<file path="config.mk">
export PLATFORM = sky130hd
export DESIGN_NAME = uart_tx_fifo_flat
export DESIGN_NICKNAME = d
export VERILOG_FILES = /design/src/rtl/uart_pkg.sv /design/src/rtl/uart_tx_fifo_if.sv /design/src/rtl/uart_tx_fifo_mem.sv /design/src/rtl/uart_tx_fifo.sv /design/src/flat_wrapper.sv
export SDC_FILE = /design/constraint.sdc
export NUM_CORES = 1
export LEC_CHECK = 0
export ABC_CLOCK_PERIOD_IN_PS = 3480
export CORE_MARGIN = 3
export CORE_UTILIZATION = 49
export CTS_CLUSTER_SIZE = 28
export DETAILED_ROUTE_END_ITERATION = 8
export DONT_BUFFER_PORTS = 1
export GPL_TIMING_DRIVEN = 0
export PLACE_DENSITY_LB_ADDON = 0.25
export SYNTH_ARGS = -nofsm -noshare
export SYNTH_HDL_FRONTEND = slang
export SYNTH_SLANG_ARGS = --single-unit
</file>
<file path="constraint.sdc">
create_clock -name BPS_CLK -period 3.48 [get_ports BPS_CLK]
set_input_delay 0.696 -clock BPS_CLK [delete_from_list [all_inputs] [get_ports BPS_CLK]]
set_output_delay 0.696 -clock BPS_CLK [all_outputs]
set_load 0.005 [all_outputs]
</file>
<file path="src/rtl/uart_pkg.sv">
// Shared UART definitions: frame width, parity modes and transmitter FSM encoding.
// Also hosts the parity helper so TX and RX agree on the odd/even convention.
package uart_pkg;

    localparam int UART_DW = 8;

    localparam int PAR_NONE = 0;
    localparam int PAR_ODD  = 1;
    localparam int PAR_EVEN = 2;

    localparam logic [2:0] ST_IDLE   = 3'd0;
    localparam logic [2:0] ST_START  = 3'd1;
    localparam logic [2:0] ST_DATA   = 3'd2;
    localparam logic [2:0] ST_PARITY = 3'd3;
    localparam logic [2:0] ST_STOP   = 3'd4;

    // Odd parity makes the total count of ones (data + parity) odd.
    function automatic logic parity_bit(input int mode, input logic [UART_DW-1:0] data);
        case (mode)
            PAR_ODD:  return ~^data;
            PAR_EVEN: return ^data;
            default:  return 1'b0;
        endcase
    endfunction

endpackage

</file>
<file path="src/rtl/uart_tx_fifo_if.sv">
// Byte-producer side of the UART transmitter: write strobe/data plus FIFO status.
// The producer uses the master modport, the transmitter the slave modport.
interface uart_tx_fifo_if #(
    parameter int DEPTH = 4
);
    import uart_pkg::*;

    logic                   TX_En_Sig;
    logic [UART_DW-1:0]     TX_Data;
    logic                   TX_Ready;
    logic                   TX_Drop;
    logic [$clog2(DEPTH):0] TX_Level;

    modport master (output TX_En_Sig, TX_Data, input TX_Ready, TX_Drop, TX_Level);
    modport slave  (input TX_En_Sig, TX_Data, output TX_Ready, TX_Drop, TX_Level);

endinterface

</file>
<file path="src/rtl/uart_tx_fifo_mem.sv">
// Circular byte buffer for the UART transmitter; pointers carry a wrap bit so
// full and empty fall straight out of the pointer compare.
module uart_tx_fifo_mem import uart_pkg::*; #(
    parameter int DEPTH = 4
) (
    input  logic                   BPS_CLK,
    input  logic                   RSTn,
    input  logic                   wr_en,
    input  logic [UART_DW-1:0]     wr_data,
    input  logic                   rd_en,
    output logic [UART_DW-1:0]     rd_data,
    output logic                   full,
    output logic                   empty,
    output logic                   drop,
    output logic [$clog2(DEPTH):0] level
);

    localparam int AW = $clog2(DEPTH);

    logic [UART_DW-1:0] mem [DEPTH];
    logic [AW:0]        wr_ptr;
    logic [AW:0]        rd_ptr;
    logic               push;

    assign full    = (wr_ptr[AW] != rd_ptr[AW]) && (wr_ptr[AW-1:0] == rd_ptr[AW-1:0]);
    assign empty   = (wr_ptr == rd_ptr);
    assign level   = wr_ptr - rd_ptr;
    assign push    = wr_en && !full;
    assign rd_data = mem[rd_ptr[AW-1:0]];

    // NOTE: storage is left unreset; pointers alone define which entries are valid.
    always_ff @(posedge BPS_CLK) begin
        if (push) mem[wr_ptr[AW-1:0]] <= wr_data;
    end

    always_ff @(posedge BPS_CLK or negedge RSTn) begin
        if (!RSTn) begin
            wr_ptr <= '0;
            rd_ptr <= '0;
            drop   <= 1'b0;
        end else begin
            if (push)            wr_ptr <= wr_ptr + 1'b1;
            if (rd_en && !empty) rd_ptr <= rd_ptr + 1'b1;
            // Judged on pre-edge fullness, so a same-edge pop does not rescue the write.
            drop <= wr_en && full;
        end
    end

endmodule

</file>
<file path="src/rtl/uart_tx_fifo.sv">
// FIFO-buffered UART transmitter clocked at the bit rate: start, 8 data bits
// LSB first, optional parity, STOP_BITS stop bits; back-to-back frames without gaps.
module uart_tx_fifo import uart_pkg::*; #(
    parameter int DEPTH     = 4,
    parameter int PARITY    = PAR_NONE,
    parameter int STOP_BITS = 2
) (
    input  logic          BPS_CLK,
    input  logic          RSTn,
    uart_tx_fifo_if.slave bus,
    output logic          TX_Pin_Out,
    output logic          TX_Busy,
    output logic          TX_Done_Sig
);

    localparam logic [2:0] STOP_LAST = 3'(STOP_BITS);
    localparam logic [3:0] BIT_LAST  = 4'(UART_DW);

    logic [2:0]         state;
    logic [UART_DW-1:0] shreg;
    logic [UART_DW-1:0] head;
    logic [3:0]         bit_idx;
    logic [2:0]         stop_cnt;
    logic               par_bit;
    logic               fifo_full;
    logic               fifo_empty;
    logic               last_stop;
    logic               pop;

    uart_tx_fifo_mem #(.DEPTH(DEPTH)) u_mem (
        .BPS_CLK (BPS_CLK),
        .RSTn    (RSTn),
        .wr_en   (bus.TX_En_Sig),
        .wr_data (bus.TX_Data),
        .rd_en   (pop),
        .rd_data (head),
        .full    (fifo_full),
        .empty   (fifo_empty),
        .drop    (bus.TX_Drop),
        .level   (bus.TX_Level)
    );

    assign bus.TX_Ready = !fifo_full;

    // A new frame starts from idle or directly on the edge ending the last stop bit.
    assign last_stop = (state == ST_STOP) && (stop_cnt == STOP_LAST);
    assign pop       = !fifo_empty && ((state == ST_IDLE) || last_stop);

    // NOTE: non-blocking updates so every branch sees the pre-edge shift/count values.
    always_ff @(posedge BPS_CLK or negedge RSTn) begin
        if (!RSTn) begin
            state       <= ST_IDLE;
            TX_Pin_Out  <= 1'b1;
            TX_Busy     <= 1'b0;
            TX_Done_Sig <= 1'b0;
            shreg       <= '0;
            bit_idx     <= '0;
            stop_cnt    <= '0;
            par_bit     <= 1'b0;
        end else begin
            TX_Done_Sig <= last_stop;
            if (pop) begin
                shreg      <= head;
                par_bit    <= parity_bit(PARITY, head);
                TX_Pin_Out <= 1'b0;
                TX_Busy    <= 1'b1;
                state      <= ST_START;
            end else begin
                case (state)
                    ST_START: begin
                        TX_Pin_Out <= shreg[0];
                        shreg      <= {1'b0, shreg[UART_DW-1:1]};
                        bit_idx    <= 4'd1;
                        state      <= ST_DATA;
                    end
                    ST_DATA: begin
                        if (bit_idx == BIT_LAST) begin
                            if (PARITY != PAR_NONE) begin
                                TX_Pin_Out <= par_bit;
                                state      <= ST_PARITY;
                            end else begin
                                TX_Pin_Out <= 1'b1;
                                stop_cnt   <= 3'd1;
                                state      <= ST_STOP;
                            end
                        end else begin
                            TX_Pin_Out <= shreg[0];
                            shreg      <= {1'b0, shreg[UART_DW-1:1]};
                            bit_idx    <= bit_idx + 4'd1;
                        end
                    end
                    ST_PARITY: begin
                        TX_Pin_Out <= 1'b1;
                        stop_cnt   <= 3'd1;
                        state      <= ST_STOP;
                    end
                    ST_STOP: begin
                        if (last_stop) begin
                            TX_Pin_Out <= 1'b1;
                            TX_Busy    <= 1'b0;
                            state      <= ST_IDLE;
                        end else begin
                            stop_cnt <= stop_cnt + 3'd1;
                        end
                    end
                    default: begin
                        TX_Pin_Out <= 1'b1;
                        TX_Busy    <= 1'b0;
                        state      <= ST_IDLE;
                    end
                endcase
            end
        end
    end

endmodule

</file>
<file path="src/flat_wrapper.sv">
// flat-port wrapper written by rule: the top's interface ports become plain ports
module uart_tx_fifo_flat import uart_pkg::*;
#(
    parameter int DEPTH     = 4,
    parameter int PARITY    = PAR_NONE,
    parameter int STOP_BITS = 2
)
  (BPS_CLK, RSTn, TX_Pin_Out, TX_Busy, TX_Done_Sig, bus_TX_En_Sig, bus_TX_Data, bus_TX_Ready, bus_TX_Drop, bus_TX_Level);
  uart_tx_fifo_if #(.DEPTH(DEPTH)) bus_i ();
  input  logic BPS_CLK;
  input  logic RSTn;
  output logic TX_Pin_Out;
  output logic TX_Busy;
  output logic TX_Done_Sig;
  input wire logic [$bits(bus_i.TX_En_Sig)-1:0] bus_TX_En_Sig;
  input wire logic [$bits(bus_i.TX_Data)-1:0] bus_TX_Data;
  output wire logic [$bits(bus_i.TX_Ready)-1:0] bus_TX_Ready;
  output wire logic [$bits(bus_i.TX_Drop)-1:0] bus_TX_Drop;
  output wire logic [$bits(bus_i.TX_Level)-1:0] bus_TX_Level;
  assign bus_i.TX_En_Sig = bus_TX_En_Sig;
  assign bus_i.TX_Data = bus_TX_Data;
  assign bus_TX_Ready = bus_i.TX_Ready;
  assign bus_TX_Drop = bus_i.TX_Drop;
  assign bus_TX_Level = bus_i.TX_Level;
  uart_tx_fifo #(.DEPTH(DEPTH), .PARITY(PARITY), .STOP_BITS(STOP_BITS)) u_core (.BPS_CLK(BPS_CLK), .RSTn(RSTn), .bus(bus_i), .TX_Pin_Out(TX_Pin_Out), .TX_Busy(TX_Busy), .TX_Done_Sig(TX_Done_Sig));
endmodule
</file>
Yosys cells after proc, flatten, opt, wreduce, memory -nomap -nowiden:

Memory sizes are Yosys's and may differ from the RTL's.
Index checks and enable logic that the tools add are counted.

* add/sub/neg operators: 5
* eq/ne operators: 16
* multiplexer cells: 21
* bitwise gates (word level): 1
* reductions and logical operators: 19

Operator list (count)
* 8-bit 2-to-1 mux: 2
* 8-bit one-hot mux with 2 select lines: 1
* 3-bit 2-to-1 mux: 5
* 3-bit one-hot mux with 4 select lines: 1
* 3-bit by 1-bit adder with 3-bit output (second input constant): 3
* 3-bit by 2-bit equality test with 1-bit output (second input constant): 3
* 3-bit one-hot mux with 3 select lines: 1
* 4-bit one-hot mux with 2 select lines: 1
* 1-bit 2-to-1 mux: 7
* 1-bit logical AND: 6
* 3-bit by 2-bit != test with 1-bit output (second input constant): 2
* 2-bit AND reduction: 3
* 3-bit nonzero test: 2
* 4-bit by 1-bit adder with 4-bit output (second input constant): 1
* 4-bit equality test (second input constant): 1
* 4-bit 2-to-1 mux: 1
* 2-bit by 1-bit != test with 1-bit output (second input constant): 2
* 2-bit != test (second input constant): 2
* 4-bit AND reduction: 1
* 3-bit by 1-bit equality test with 1-bit output (second input constant): 1
* 3-bit equality test: 1
* 3-bit equality test (second input constant): 1
* 3-bit logical NOT: 1
* 3-bit != test (second input constant): 1
* other kinds (11): 12

* register bits after elaboration: 28
* RAM bits: 32
* output and inout port bits: 8
* word-level logic and storage cells: 73
* memories kept: 1

Memory list
* u_core.u_mem.mem: depth 4, width 8, rd ports 1, clocked after Yosys merged registers in 0, wr ports 1, RTL line uart_tx_fifo_mem.sv:20 `logic [UART_DW-1:0] mem [DEPTH];`

Longest topological paths before layout:

Gate-level depths: netlist (run 1).

* depth after elaboration: 6
* gate-level depth with buffers: 8
* gate-level depth less buffers: 6

By module:

From an unflattened synthesis (run 1), not the netlist that was laid out.

* cell total of the unflattened synthesis: 218
* area, all modules: 2931.6 µm²

Modules (own cells, without submodules)
* uart_tx_fifo_mem: times used 1, cells an instance 89, area an instance 1645.3 µm², seq. area each 1136.1 µm²
* uart_tx_fifo: times used 1, cells an instance 129, area an instance 1286.2 µm², seq. area each 526.8 µm²

Worst setup path after synthesis (run 1):

No wires, ideal clock.

* kind: register to register
* from: register u_core.u_mem.rd_ptr[1]
* to: memory u_core.u_mem.mem[3][0], enable pin
* library setup time: 339 ps
* arrival time: 1654 ps
* setup slack: 1487 ps
* cell stages (with the launch flop): 6
* buffers on the path: 1
* cells stage by stage: dfrtp_1 > clkbuf_1 > inv_1 > ha_1 > a31oi_2 > and2_1

* cells in the longest elaborated chain, start to end: 6

RTL lines
* start, declared: RTL line uart_tx_fifo_mem.sv:22 `logic [AW:0] rd_ptr;`
* start signal, assigned: RTL line uart_tx_fifo_mem.sv:43 `if (rd_en && !empty) rd_ptr <= rd_ptr + 1'b1;`
* 2-bit equality test: RTL line uart_tx_fifo_mem.sv:25 `assign full = (wr_ptr[AW] != rd_ptr[AW]) && (wr_ptr[AW-1:0] == rd_ptr[AW-1:0]);`
* 1-bit logical AND: RTL line uart_tx_fifo_mem.sv:25
* 1-bit logical NOT: RTL line uart_tx_fifo_mem.sv:28 `assign push = wr_en && !full;`
* 1-bit logical AND: RTL line uart_tx_fifo_mem.sv:28
* 1-bit 2-to-1 mux: RTL line uart_tx_fifo_mem.sv:33 `if (push) mem[wr_ptr[AW-1:0]] <= wr_data;`
* 1-bit 2-to-1 mux (implied by the code): RTL line uart_tx_fifo_mem.sv:33
* end, declared: RTL line uart_tx_fifo_mem.sv:20

No other way between the ends.

Worst setup path in the final report (run 1):

* from: register u_core.u_mem.rd_ptr[1]
* to: memory u_core.u_mem.mem[3][2], enable pin

Same word-level chain as after synthesis.

==> results of run 1 <==
==> kinds of logic (layout without fill, tap and decap cells) <==
logic type | after synthesis | in the layout | synth area share, %
flip-flops | 60 | 60 | 62.3
AO/OA/AOI/OAI | 40 | 40 | 11.7
AND/OR/NAND/NOR | 34 | 34 | 6.94
buffers and inverters | 18 | 34 | 2.91
adder cells (fa/ha/maj) | 12 | 12 | 5.91
multiplexers | 11 | 11 | 7.93
XOR/XNOR | 6 | 6 | 2.25
==> path summary, 6_finish.rpt <==
path	from	endpoint	slack [ps]	cells after the start
min reg2reg	u_core.shreg[0]	u_core.shreg[0]	480	1
min	RSTn	u_core.bit_idx[3]	60	0
max	u_core.u_mem.rd_ptr[1]	u_core.u_mem.mem[3][2]	990	5
min in group BPS_CLK	bus_TX_Data[5]	u_core.u_mem.mem[1][5]	470	0
max reg2reg	u_core.u_mem.rd_ptr[1]	u_core.u_mem.mem[3][2]	990	5
max in group asynchronous	RSTn	u_core.TX_Pin_Out	3240	0
==> per-layer routing <==
metal	routed length (µm)	global-route usage [%]	vias to the layer above
li1	-	-	699
met1	1760	17.4	716
met2	2320	26.3	35
met3	212	5.87	5
met4	58	8.45	0
met5	0	0	-
==> power groups by stage <==
stage | Clock (mW) | Sequential [mW] | Combinational [mW]
final | 0.491 | 1.16 | 1.16
after global routing | 0.552 | 1.18 | 1.29
after CTS | 0.509 | 1.16 | 1.19
after detailed placement | 0 | 1.17 | 1.18
after global placement | 0 | 1.15 | 1.12
after floorplan | 0 | 1.13 | 0.958
==> placed cells by master (no fill, tap or decap), drive strengths merged, types with 4 or more instances in the layout <==
cell type,count
a21o,7
clkinv,4
dfrtp,27
edfxtp,32
a22o,9
ha,11
nand2,6
xor2,4
o21ai,10
nor2,7
and2,4
nand3,7
inv,12
clkbuf,15
mux4,8
==> state kept, by name, indices dropped and copies added (netlist names) <==
signal and flops:
u_core.u_mem.mem 32, u_core.TX_Pin_Out 1, u_core.u_mem.wr_ptr 3, u_core.state 3, u_core.u_mem.drop 1, u_core.TX_Done_Sig 1
u_core.stop_cnt 3, u_core.u_mem.rd_ptr 3, u_core.TX_Busy 1, u_core.shreg 8, u_core.bit_idx 4
==> per-stage QoR <==
step	setup slack, ps	power, mW
after global routing	753	3.02
after global placement	1010	2.27
after floorplan	1490	2.08
after detailed placement	942	2.35
final	989	2.81
after CTS	924	2.85
==> worst max-delay path, delay by kind of cell, from the launching register on <==
family / cells / cell delay, ps
fa+ha+maj: 1 / 350
compound gates: 1 / 300
simple gates: 1 / 520
buf+inv: 2 / 560
flops: 1 / 380
==> final cells by class <==
| cell class | count | share of cell area [%] |
|---|---|---|
| sequential | 60 | 57.2 |
| clock buffer | 12 | 4.65 |
| buffer | 6 | 1.12 |
| multi-input combinational | 103 | 31.9 |
| inverter | 12 | 1.55 |
| clock inverter | 4 | 0.560 |
| tap | 70 | 3.01 |
==> metrics.md, run 1 <==
| Metric | Value |
|---|---|
| Global route total overflow | `0` |
| Final #Nets | `~220` |
| WP data arrival | `roughly 2500 ps` |
| CTS Buffer Depth | `2` |
| First-pass GRT wire length | `7140 µm` |
| Post-DP HPWL | `around 3000 µm` |
| Seq/Total Area, Yosys | `slightly above 60%` |
| Worst-path clk slew | `70 ps` |
| CP Capture Type | `flip-flop` |
| Iter 0 DRT Violations | `95` |
| Pin count of the biggest net entering global routing | `29` |
| Clock latency on the worst-skew pair | `330 ps` |
| Vias in the first global route | `1489` |
| First-pass DRT Iterations | `4` |
| Placed cell count | `251` |
| Inserted Clock Buffers | `9` |
| Share of the synthesized area in the top cell type | `36.0%` |
| Top post-synthesis cells by area | `edfxtp_1, dfrtp_1, mux4_2` |
| Sink Count | `60` |
| Clock Power Share | `17.5%` |
| Initial Utilization | `51.6%` |
| Worst slew pin tran | `524 ps` |
| Async set-or-reset flop fraction in the synthesized netlist | `a little under half` |
| Syn_area_per_cell | `between 10 and 15 µm²` |
| GPL Wtd Cong | `0.841` |
| Final critical-path required period | `~2500 ps` |
| Multi-input combinational cell area | `roughly 930 µm²` |
| Core region area | `0.00517 mm²` |
| Maxcap violations | `0` |
| Synth Instances | `181` |
| Required time of the critical path | `~3400 ps` |
| Gr usage total | `between 10% and 20%` |
| Reg area | `0.00166 mm²` |
| CTS tree | `done` |
| Final WL | `approximately 4400 µm` |
| Slew Limit Fails | `0` |
| Ys Warns | `0` |
| Post-CTS setup buffers | `0` |
| Smallest hold slack | `58.1 ps` |
| Max stage delay on crit path | `520 ps` |
| Comb power frac | `roughly two fifths` |
| Seq cells post-synth | `60` |
| P_int | `1.79 mW` |
| Port bufs | `0` |
| Vias | `~1.5k` |
| Worst setup path class | `reg -> reg` |
| DRC violations left | `0` |
| Crit path cell chain | `clkbuf_1, inv_1, ha_1, a31oi_2, and2_1` |
| Sw frac | `36.3%` |
| Root Buffer | `clkbuf_8` |
| I/O Pins | `19` |
| Worst setup SP type | `flip-flop` |
| H-tree levels | `3` |
| Status | `complete, no violations` |
| Antenna diodes | `0` |
| PostCTS Resize Cnt | `0` |
| Crit path max fanout | `9` |
| Die area | `about 0.0064 mm²` |
| Main synth FF type | `edfxtp_1` |
| Post-DP Area | `between 0.002 and 0.003 mm²` |
| Mapped Nets | `204` |
| Fraction of layout cells with a size suffix above 1 | `roughly 15%` |
| Die H | `79.8 µm` |
| Period utilization | `between 70% and 80%` |
| Remaining antenna violation count | `0` |
| DIE WIDTH | `79.8 µm` |
| Top-count cell post-synth | `edfxtp_1` |
| Setup TNS | `0 ps` |
| CTS Hold Bufs | `0` |
| Unique masters post-synth | `43` |
| Final hold violations | `0` |
| Synth area leader | `edfxtp_1` |
| End-of-flow core utilization | `56.2%` |
| Flop pwr share | `41.1%` |
| Fmax | `0.401 GHz` |
| Slew HR | `65.1%` |
| Fill count | `419` |
| EDFF count, synth | `32` |
| Synthesis-to-finish area growth | `8.96%` |
| Worst vdd ir | `around 0.00046 V` |
| Lkg Pwr | `1.19 nW` |
| Fin Clk Skew | `around 7.3 ps` |
| HP Class | `in -> async` |
| Psw | `1.02 mW` |
| Layout Cell Area excl Fill | `between 0.002 and 0.003 mm²` |
| Vias per inst | `5.45` |
| CP max-delay cell | `and2_1` |
| Unrepaired setup endpoints after global routing | `no` |
| Non-Filler Instances | `roughly 270` |
| Antenna violations before repair | `0` |
| Per-cell routed wire length | `16.3 µm` |
| PD cells | `a little under 1000 mW/mm²` |
| Commonest cells in the synthesized netlist | `edfxtp_1, dfrtp_1, ha_1, inv_1, a22o_1` |
| Final setup vio count | `0` |
| Core Rows | `26` |
| Mapped Area | `0.00267 mm²` |
Note: power is estimated with default switching activity, not from simulation.
==> inputs of run 2 (changes only) <==
--- a/config.mk
+++ b/config.mk
@@ -5,7 +5,7 @@
 export SDC_FILE = /design/constraint.sdc
 export NUM_CORES = 1
 export LEC_CHECK = 0
-export ABC_CLOCK_PERIOD_IN_PS = 3480
+export ABC_CLOCK_PERIOD_IN_PS = 2450
 export CORE_MARGIN = 3
 export CORE_UTILIZATION = 49
 export CTS_CLUSTER_SIZE = 28
==> constraint.sdc (replaced) <==
create_clock -name BPS_CLK -period 2.45 [get_ports BPS_CLK]
set_input_delay 0.49 -clock BPS_CLK [delete_from_list [all_inputs] [get_ports BPS_CLK]]
set_output_delay 0.49 -clock BPS_CLK [all_outputs]
set_load 0.005 [all_outputs]
==> metrics.md, run 2 (same netlist as run 1, synthesis figures left out) <==
| Metric | Value |
|---|---|
| Crit path max fanout | `9 (unchanged)` |
| Top Layer Used | `met4` |
| Flip-flop count of the largest register after layout | `32 (unchanged)` |
| DRC violations left | `0 (unchanged)` |
| WHS Path Cells | `0` |
| Final critical-path required period | `2220 ps (-272 ps)` |
| Most frequent cells in the layout | `edfxtp_1, dfrtp_1, inv_1, ha_1` |
| Root Buffer | `clkbuf_8` |
| Initial Utilization | `51.6% (unchanged)` |
| Vias per inst | `5.42 (-0.47%)` |
| RR Startpoint | `u_core.u_mem.rd_ptr[1]` |
| Psw | `1.46 mW (+43%)` |
| WL met2 | `2350 µm (+1.4%)` |
| Worst slew pin tran | `500 ps (-23.9 ps)` |
| Per-cell routed wire length | `16.3 µm (-0.11%)` |
| Worst Hold Endpoint | `u_core.u_mem.mem[1][5]` |
| End-of-flow core utilization | `56.8% (+0.65 points)` |
| Required time of the critical path | `2420 ps (-1020 ps)` |
| Vias in the first global route | `1493 (+0.27%)` |
| H-tree levels | `3 (unchanged)` |
| CP Capture Type | `flip-flop` |
| Inserted Clock Buffers | `9 (unchanged)` |
| Core region area | `0.00517 mm² (unchanged)` |
| Maxcap violations | `0 (unchanged)` |
| Lkg Pwr | `1.21 nW (+1.5%)` |
| Worst vdd ir | `0.000653 V (+43%)` |
| Fraction of layout cells with a size suffix above 1 | `17.1% (+1.9 points)` |
| Iter 0 DRT Violations | `88 (-7.4%)` |
| First-pass DRT Iterations | `4 (unchanged)` |
| Clock latency on the worst-skew pair | `330 ps (about the same)` |
| DR WL met3 | `181 µm (-15%)` |
| Post-DP HPWL | `3010 µm (unchanged)` |
| CTS tree | `done` |
| Sw frac | `36.4% (+0.078 points)` |
| Vias | `1459 (+0.27%)` |
| Worst slack, placed | `-87.6 ps (-1030 ps)` |
| GPL Wtd Cong | `0.841 (unchanged)` |
| Worst hold start | `bus_TX_Data[5]` |
| Final #Nets | `217 (+0.93%)` |
| Port bufs | `0 (unchanged)` |
| Antenna diodes | `0 (unchanged)` |
| RR Endpoint | `u_core.u_mem.mem[2][2]` |
| Fin Clk Skew | `8.00 ps (+0.694 ps)` |
| Fmax | `0.451 GHz (+12%)` |
| PD cells | `1360 mW/mm² (+41%)` |
| Core Rows | `26 (unchanged)` |
| Max stage delay on crit path | `470 ps (-50 ps)` |
| HP Class | `in -> reg` |
| Slew HR | `66.5% (+1.5 points)` |
| Crit path cell chain | `clkbuf_2, inv_1, ha_1, a31oi_2, and2_1` |
| Worst setup SP type | `flip-flop` |
| Remaining antenna violation count | `0 (unchanged)` |
| Fin worst setup slack | `231 ps (-758 ps)` |
| Pin count of the biggest net entering global routing | `29 (unchanged)` |
| Die H | `79.8 µm (unchanged)` |
| P_int | `2.55 mW (+42%)` |
| Flop pwr share | `40.9% (-0.2 points)` |
| Commonest non-fill, non-tap cell in the layout | `edfxtp_1` |
| Period utilization | `90.6% (+19 points)` |
| Comb power frac | `41.6% (+0.2 points)` |
| CP max-delay cell | `and2_1` |
| WP data arrival | `2190 ps (-260 ps)` |
| Worst setup path class | `reg -> reg` |
| Worst-path clk slew | `60 ps (about the same)` |
| Final setup vio count | `0 (unchanged)` |
| Global route total overflow | `0 (unchanged)` |
| Sink Count | `60 (unchanged)` |
| CTS Buffer Depth | `2 (unchanged)` |
| Metal-1 WL | `1780 µm (+1.1%)` |
| Status | `complete, no violations` |
| Antenna violations before repair | `0 (unchanged)` |
| Die area | `0.00637 mm² (unchanged)` |
| Slew Limit Fails | `0 (unchanged)` |
| Clock Power Share | `17.4% (about the same)` |
| Unrepaired setup endpoints after global routing | `no` |
| DIE WIDTH | `79.8 µm (unchanged)` |
| First-pass GRT wire length | `7180 µm (+0.57%)` |
| Gr usage total | `15.8% (+0.073 points)` |
| Setup TNS | `0 ps (unchanged)` |
| I/O Pins | `19 (unchanged)` |
| Final hold violations | `0 (unchanged)` |
| Synthesis-to-finish area growth | `10.2%` |
| R2R depth | `5 (unchanged)` |
| Final WL | `4380 µm (+0.64%)` |
| R2R setup slack | `230 ps (-760 ps)` |
[run 2: timing repair]
item | in CTS | in global routing
resized for setup | 3 | 0
hold buffers | 2 | 0
setup buffers | 0 | 0
endpoints found under the hold margin | 28 | 0
endpoints found under the setup margin | 33 | 0
[run 2: power groups by stage]
| stage | Combinational, mW | Sequential, mW | Clock, mW |
|---|---|---|---|
| 2_1_floorplan | 1.36 | 1.60 | 0 |
| 3_3_place_gp | 1.59 | 1.64 | 0 |
| 3_5_place_dp | 1.67 | 1.66 | 0 |
| 4_1_cts | 1.71 | 1.64 | 0.723 |
| 5_1_grt | 1.85 | 1.68 | 0.784 |
| 6_report | 1.67 | 1.64 | 0.698 |
[run 2: critical path: cells and delay by family (launching register included)]
kind	cells	cell delay, ps
simple gates	1	470
buf+inv	2	370
flops	1	380
compound gates	1	310
fa+ha+maj	1	340
[run 2: metrics by stage]
stage	power (mW)	std cells	instance area (µm²)	hold WS, ps
final	4.01	269	2940	259
after global routing	4.31	269	2940	228
after CTS	4.08	269	2940	239
after detailed placement	3.33	251	2760	195
after global placement	3.22	251	2760	195
after floorplan	2.96	181	2670	194
[run 2: worst max path at each step]
stage,end,cells after the start,slack (ps),start
after floorplan,u_core.u_mem.mem[3][0],5,460,u_core.u_mem.rd_ptr[1]
after global placement,u_core.u_mem.mem[3][0],5,-20,u_core.u_mem.rd_ptr[1]
after detailed placement,u_core.u_mem.mem[3][3],5,-90,u_core.u_mem.rd_ptr[1]
after CTS,u_core.u_mem.mem[0][0],5,170,u_core.u_mem.rd_ptr[1]
after global routing,u_core.u_mem.mem[2][2],5,40,u_core.u_mem.rd_ptr[1]
final,u_core.u_mem.mem[2][2],5,230,u_core.u_mem.rd_ptr[1]
[run 2: layer usage]
metal / vias to the layer above / global-route usage, %
met5: - / 0
met1: 720 / 17.6
met2: 31 / 26.7
met3: 7 / 5.53
met4: 0 / 8.11
li1: 701 / -
[run 2: final cells by class]
class                   instances  area [µm²]
fillers                       415        2230
flip-flops and latches         60        1660
multi-input cells             103         930
clock buffers                  12         135
well taps                      70        87.6
inverters                      12        45.0
plain buffers                   6        33.8
repair buffers                  2        30.0
clock inverters                 4        16.3
==> inputs of run 3 (changes only) <==
--- a/config.mk
+++ b/config.mk
@@ -15,4 +15,5 @@
 export PLACE_DENSITY_LB_ADDON = 0.25
 export SYNTH_ARGS = -nofsm -noshare
 export SYNTH_HDL_FRONTEND = slang
+export SYNTH_HIERARCHICAL = 1
 export SYNTH_SLANG_ARGS = --single-unit
==> metrics.md, run 3 <==
| Metric | Value |
|---|---|
| Die H | `83.4 µm (+4.5%)` |
| CP Capture Type | `flip-flop` |
| Top-count cell post-synth | `edfxtp_1` |
| RR Startpoint | `u_core/u_mem/rd_ptr[1]` |
| Unrepaired setup endpoints after global routing | `no` |
| Status | `complete, no violations` |
| Worst slack, placed | `-396 ps (-308 ps)` |
| Crit path from | `u_core/u_mem/rd_ptr[1]` |
| Crit path max fanout | `10 (+1)` |
| Die area | `0.00695 mm² (+9.1%)` |
| Share of the synthesized area in the top cell type | `32.8% (-3.2 points)` |
| Pin count of the biggest net entering global routing | `29 (unchanged)` |
| Most frequent cells in the layout | `edfxtp_1, dfrtp_1, inv_1` |
| Clock latency on the worst-skew pair | `330 ps (about the same)` |
| Slew Limit Fails | `0 (unchanged)` |
| First-pass DRT Iterations | `4 (unchanged)` |
| Gr usage total | `16.9% (+1.1 points)` |
| Vias | `1769 (+21%)` |
| Ys Warns | `6 (+6)` |
| Fmax | `0.438 GHz (-2.8%)` |
| Root Buffer | `clkbuf_8` |
| Core Rows | `27 (+3.8%)` |
| CTS Buffer Depth | `2 (unchanged)` |
| RR Endpoint | `u_core/u_mem/rd_ptr[1]` |
| Commonest non-fill, non-tap cell in the layout | `edfxtp_1` |
| Slew HR | `64.3% (-2.2 points)` |
| Top post-synthesis cells by area | `edfxtp_1, dfrtp_1, mux4_2` |
| Final setup vio count | `0 (unchanged)` |
| Final hold violations | `0 (unchanged)` |
| Worst setup SP type | `flip-flop` |
| Final critical-path required period | `2280 ps (+64.5 ps)` |
| GRT met2 Usage | `27.3% (+0.55 points)` |
| Compound-Gate Fraction of Synth Area | `11.2% (-0.50 points)` |
| Multi-input combinational cell area | `0.00111 mm² (+20%)` |
| I/O Pins | `19 (unchanged)` |
| Port bufs | `0 (unchanged)` |
| GPL Wtd Cong | `0.776 (-7.7%)` |
| Remaining antenna violation count | `0 (unchanged)` |
| Final #Nets | `257 (+18%)` |
| Async set-or-reset flop fraction in the synthesized netlist | `46.7% (unchanged)` |
| Seq/Total Area, Yosys | `56.7% (-5.6 points)` |
| Synth area leader | `edfxtp_1` |
| R2R setup slack | `170 ps (-60 ps)` |
| HP Class | `in -> reg` |
| Worst-path clk slew | `70 ps (about the same)` |
| Sink Count | `60 (unchanged)` |
| Post-Synth Adder-Cell Area | `5.38% (-0.53 points)` |
| First-pass GRT wire length | `9250 µm (+29%)` |
| Period utilization | `93.2% (+2.6 points)` |
| Final WL | `5310 µm (+21%)` |
| Layout Cell Area excl Fill | `0.00329 mm² (+12%)` |
| Met3 usage | `7.14% (+1.6 points)` |
| Post-Synth XOR/XNOR Area | `1.45% (-0.80 points)` |
| Initial Utilization | `52.0% (+0.39 points)` |
| Iter 0 DRT Violations | `84 (-4.5%)` |
| Synth Instances | `218 (+20%)` |
| Combinational family with the most area after synthesis | `compound AO/OA/AOI/OAI gates` |
| Flip-flop count of the largest register after layout | `32 (unchanged)` |
| CTS tree | `done` |
| Worst setup path class | `reg -> reg` |
| Fraction of layout cells with a size suffix above 1 | `21.4% (+4.3 points)` |
| Critical Path Sink | `u_core/u_mem/rd_ptr[1]` |
| Fin worst setup slack | `166 ps (-64.5 ps)` |
| Busiest grt layer | `met2` |
| Unique masters post-synth | `48 (+12%)` |
| Pwr Total | `4.52 mW (+13%)` |
| Global route total overflow | `0 (unchanged)` |
| Mapped Area | `0.00293 mm² (+9.9%)` |
| R2R depth | `10 (+5)` |
| Simple-gate share of the synthesized area | `11.1% (+4.2 points)` |
| Main synth FF type | `edfxtp_1` |
| Met1 global-route usage | `20.7% (+3.1 points)` |
| DIE WIDTH | `83.4 µm (+4.5%)` |
| Syn_area_per_cell | `13.4 µm² (-8.8%)` |
| DRC violations left | `0 (unchanged)` |
| Post-DP Area | `0.00302 mm² (+9.7%)` |
| WP data arrival | `2490 ps (+300 ps)` |
| Synthesis-to-finish area growth | `12.1%` |
| Reg area | `0.00166 mm² (unchanged)` |
| Fin Clk Skew | `11.0 ps (+3.05 ps)` |
| Worst vdd ir | `0.000612 V (-6.3%)` |
| EDFF count, synth | `32 (unchanged)` |
| Mapped Nets | `241 (+18%)` |
| Post-DP HPWL | `3510 µm (+16%)` |
| Vias in the first global route | `1925 (+29%)` |
| Maxcap violations | `0 (unchanged)` |
| PD cells | `1380 mW/mm² (+0.92%)` |
| Vias per inst | `5.71 (+5.2%)` |
| Setup TNS | `0 ps (unchanged)` |
| Required time of the critical path | `2660 ps (+240 ps)` |
| Commonest cells in the synthesized netlist | `edfxtp_1, dfrtp_1, inv_1` |
| Mux cell area share after synthesis | `8.62% (+0.69 points)` |
| Lkg Pwr | `1.31 nW (+8.0%)` |
| Antenna diodes | `0 (unchanged)` |
| Seq cells post-synth | `60 (unchanged)` |
| Worst slew pin tran | `530 ps (+30.5 ps)` |
| Inserted Clock Buffers | `9 (unchanged)` |
| Core region area | `0.00564 mm² (+9.1%)` |
| Per-cell routed wire length | `17.1 µm (+5.1%)` |
| Fill count | `454 (+9.4%)` |
| H-tree levels | `3 (unchanged)` |
| Antenna violations before repair | `0 (unchanged)` |
[run 3: power breakdown]
part / internal [mW] / switching, mW / leakage (nW)
registers: 1.43 / 0.208 / 0.639
clock network: 0.558 / 0.367 / 0.100
logic: 0.937 / 1.02 / 0.570
total: 2.92 / 1.60 / 1.31
[run 3: cell families (layout without fill, tap and decap cells)]
family          after synthesis  in the layout
buf+inv                      37             57
compound gates               46             46
xor+xnor                      4              4
simple gates                 45             45
fa+ha+maj                    12             12
flops                        60             60
mux                          14             14
[run 3: repair_timing]
item                       in CTS  in global routing
setup buffers                   3                  0
pin swaps                       1                  0
gates resized for setup         3                  2
hold buffers                    2                  0
setup endpoints to repair      12                  7
hold endpoints to repair       28                  0
[run 3: per-stage QoR]
| step | std cells | util [%] | hold WS, ps |
|---|---|---|---|
| finish | 310 | 58.3 | 248 |
| global route | 310 | 58.3 | 216 |
| CTS | 310 | 58.2 | 230 |
| detailed placement | 290 | 53.6 | 195 |
| global placement | 290 | 53.6 | 195 |
| floorplan | 218 | - | 194 |
[run 3: worst min path at each step]
stage	startpoint	cells past startpoint	slack [ps]	to
2_1_floorplan	RSTn	0	190	u_core/TX_Busy
3_3_place_gp	RSTn	0	200	u_core/bit_idx[1]
3_5_place_dp	RSTn	0	200	u_core/bit_idx[0]
4_1_cts	bus_TX_Data[0]	0	230	u_core/u_mem/mem[2][0]
5_1_grt	bus_TX_Data[0]	0	220	u_core/u_mem/mem[2][0]
6_report	bus_TX_Data[0]	0	250	u_core/u_mem/mem[2][0]
[run 3: critical path, cell delays in order, from the launching register on]
cell      delay, ps
dfrtp_1         360
buf_4           200
inv_1            90
ha_1            320
nand2_2         140
nor2_1           90
nor3_4          210
a21boi_1        210
buf_4           170
o21ai_2          80
mux2_4          300
[run 3: area by class of cell]
cell class,count,area share [%]
Clock buffer,9,3.77
Sequential cell,60,50.6
Inverter,24,2.74
Multi-Input combinational cell,121,33.8
Tap cell,72,2.74
Timing Repair Buffer,5,1.60
Clock inverter,6,2.44
Buffer,13,2.32
[run 3: metal layers]
layer / part of all wire, % / routed length (µm)
met1: 45 / 2400
met2: 49 / 2590
met3: 5.1 / 271
met4: 0.87 / 46
met5: 0 / 0
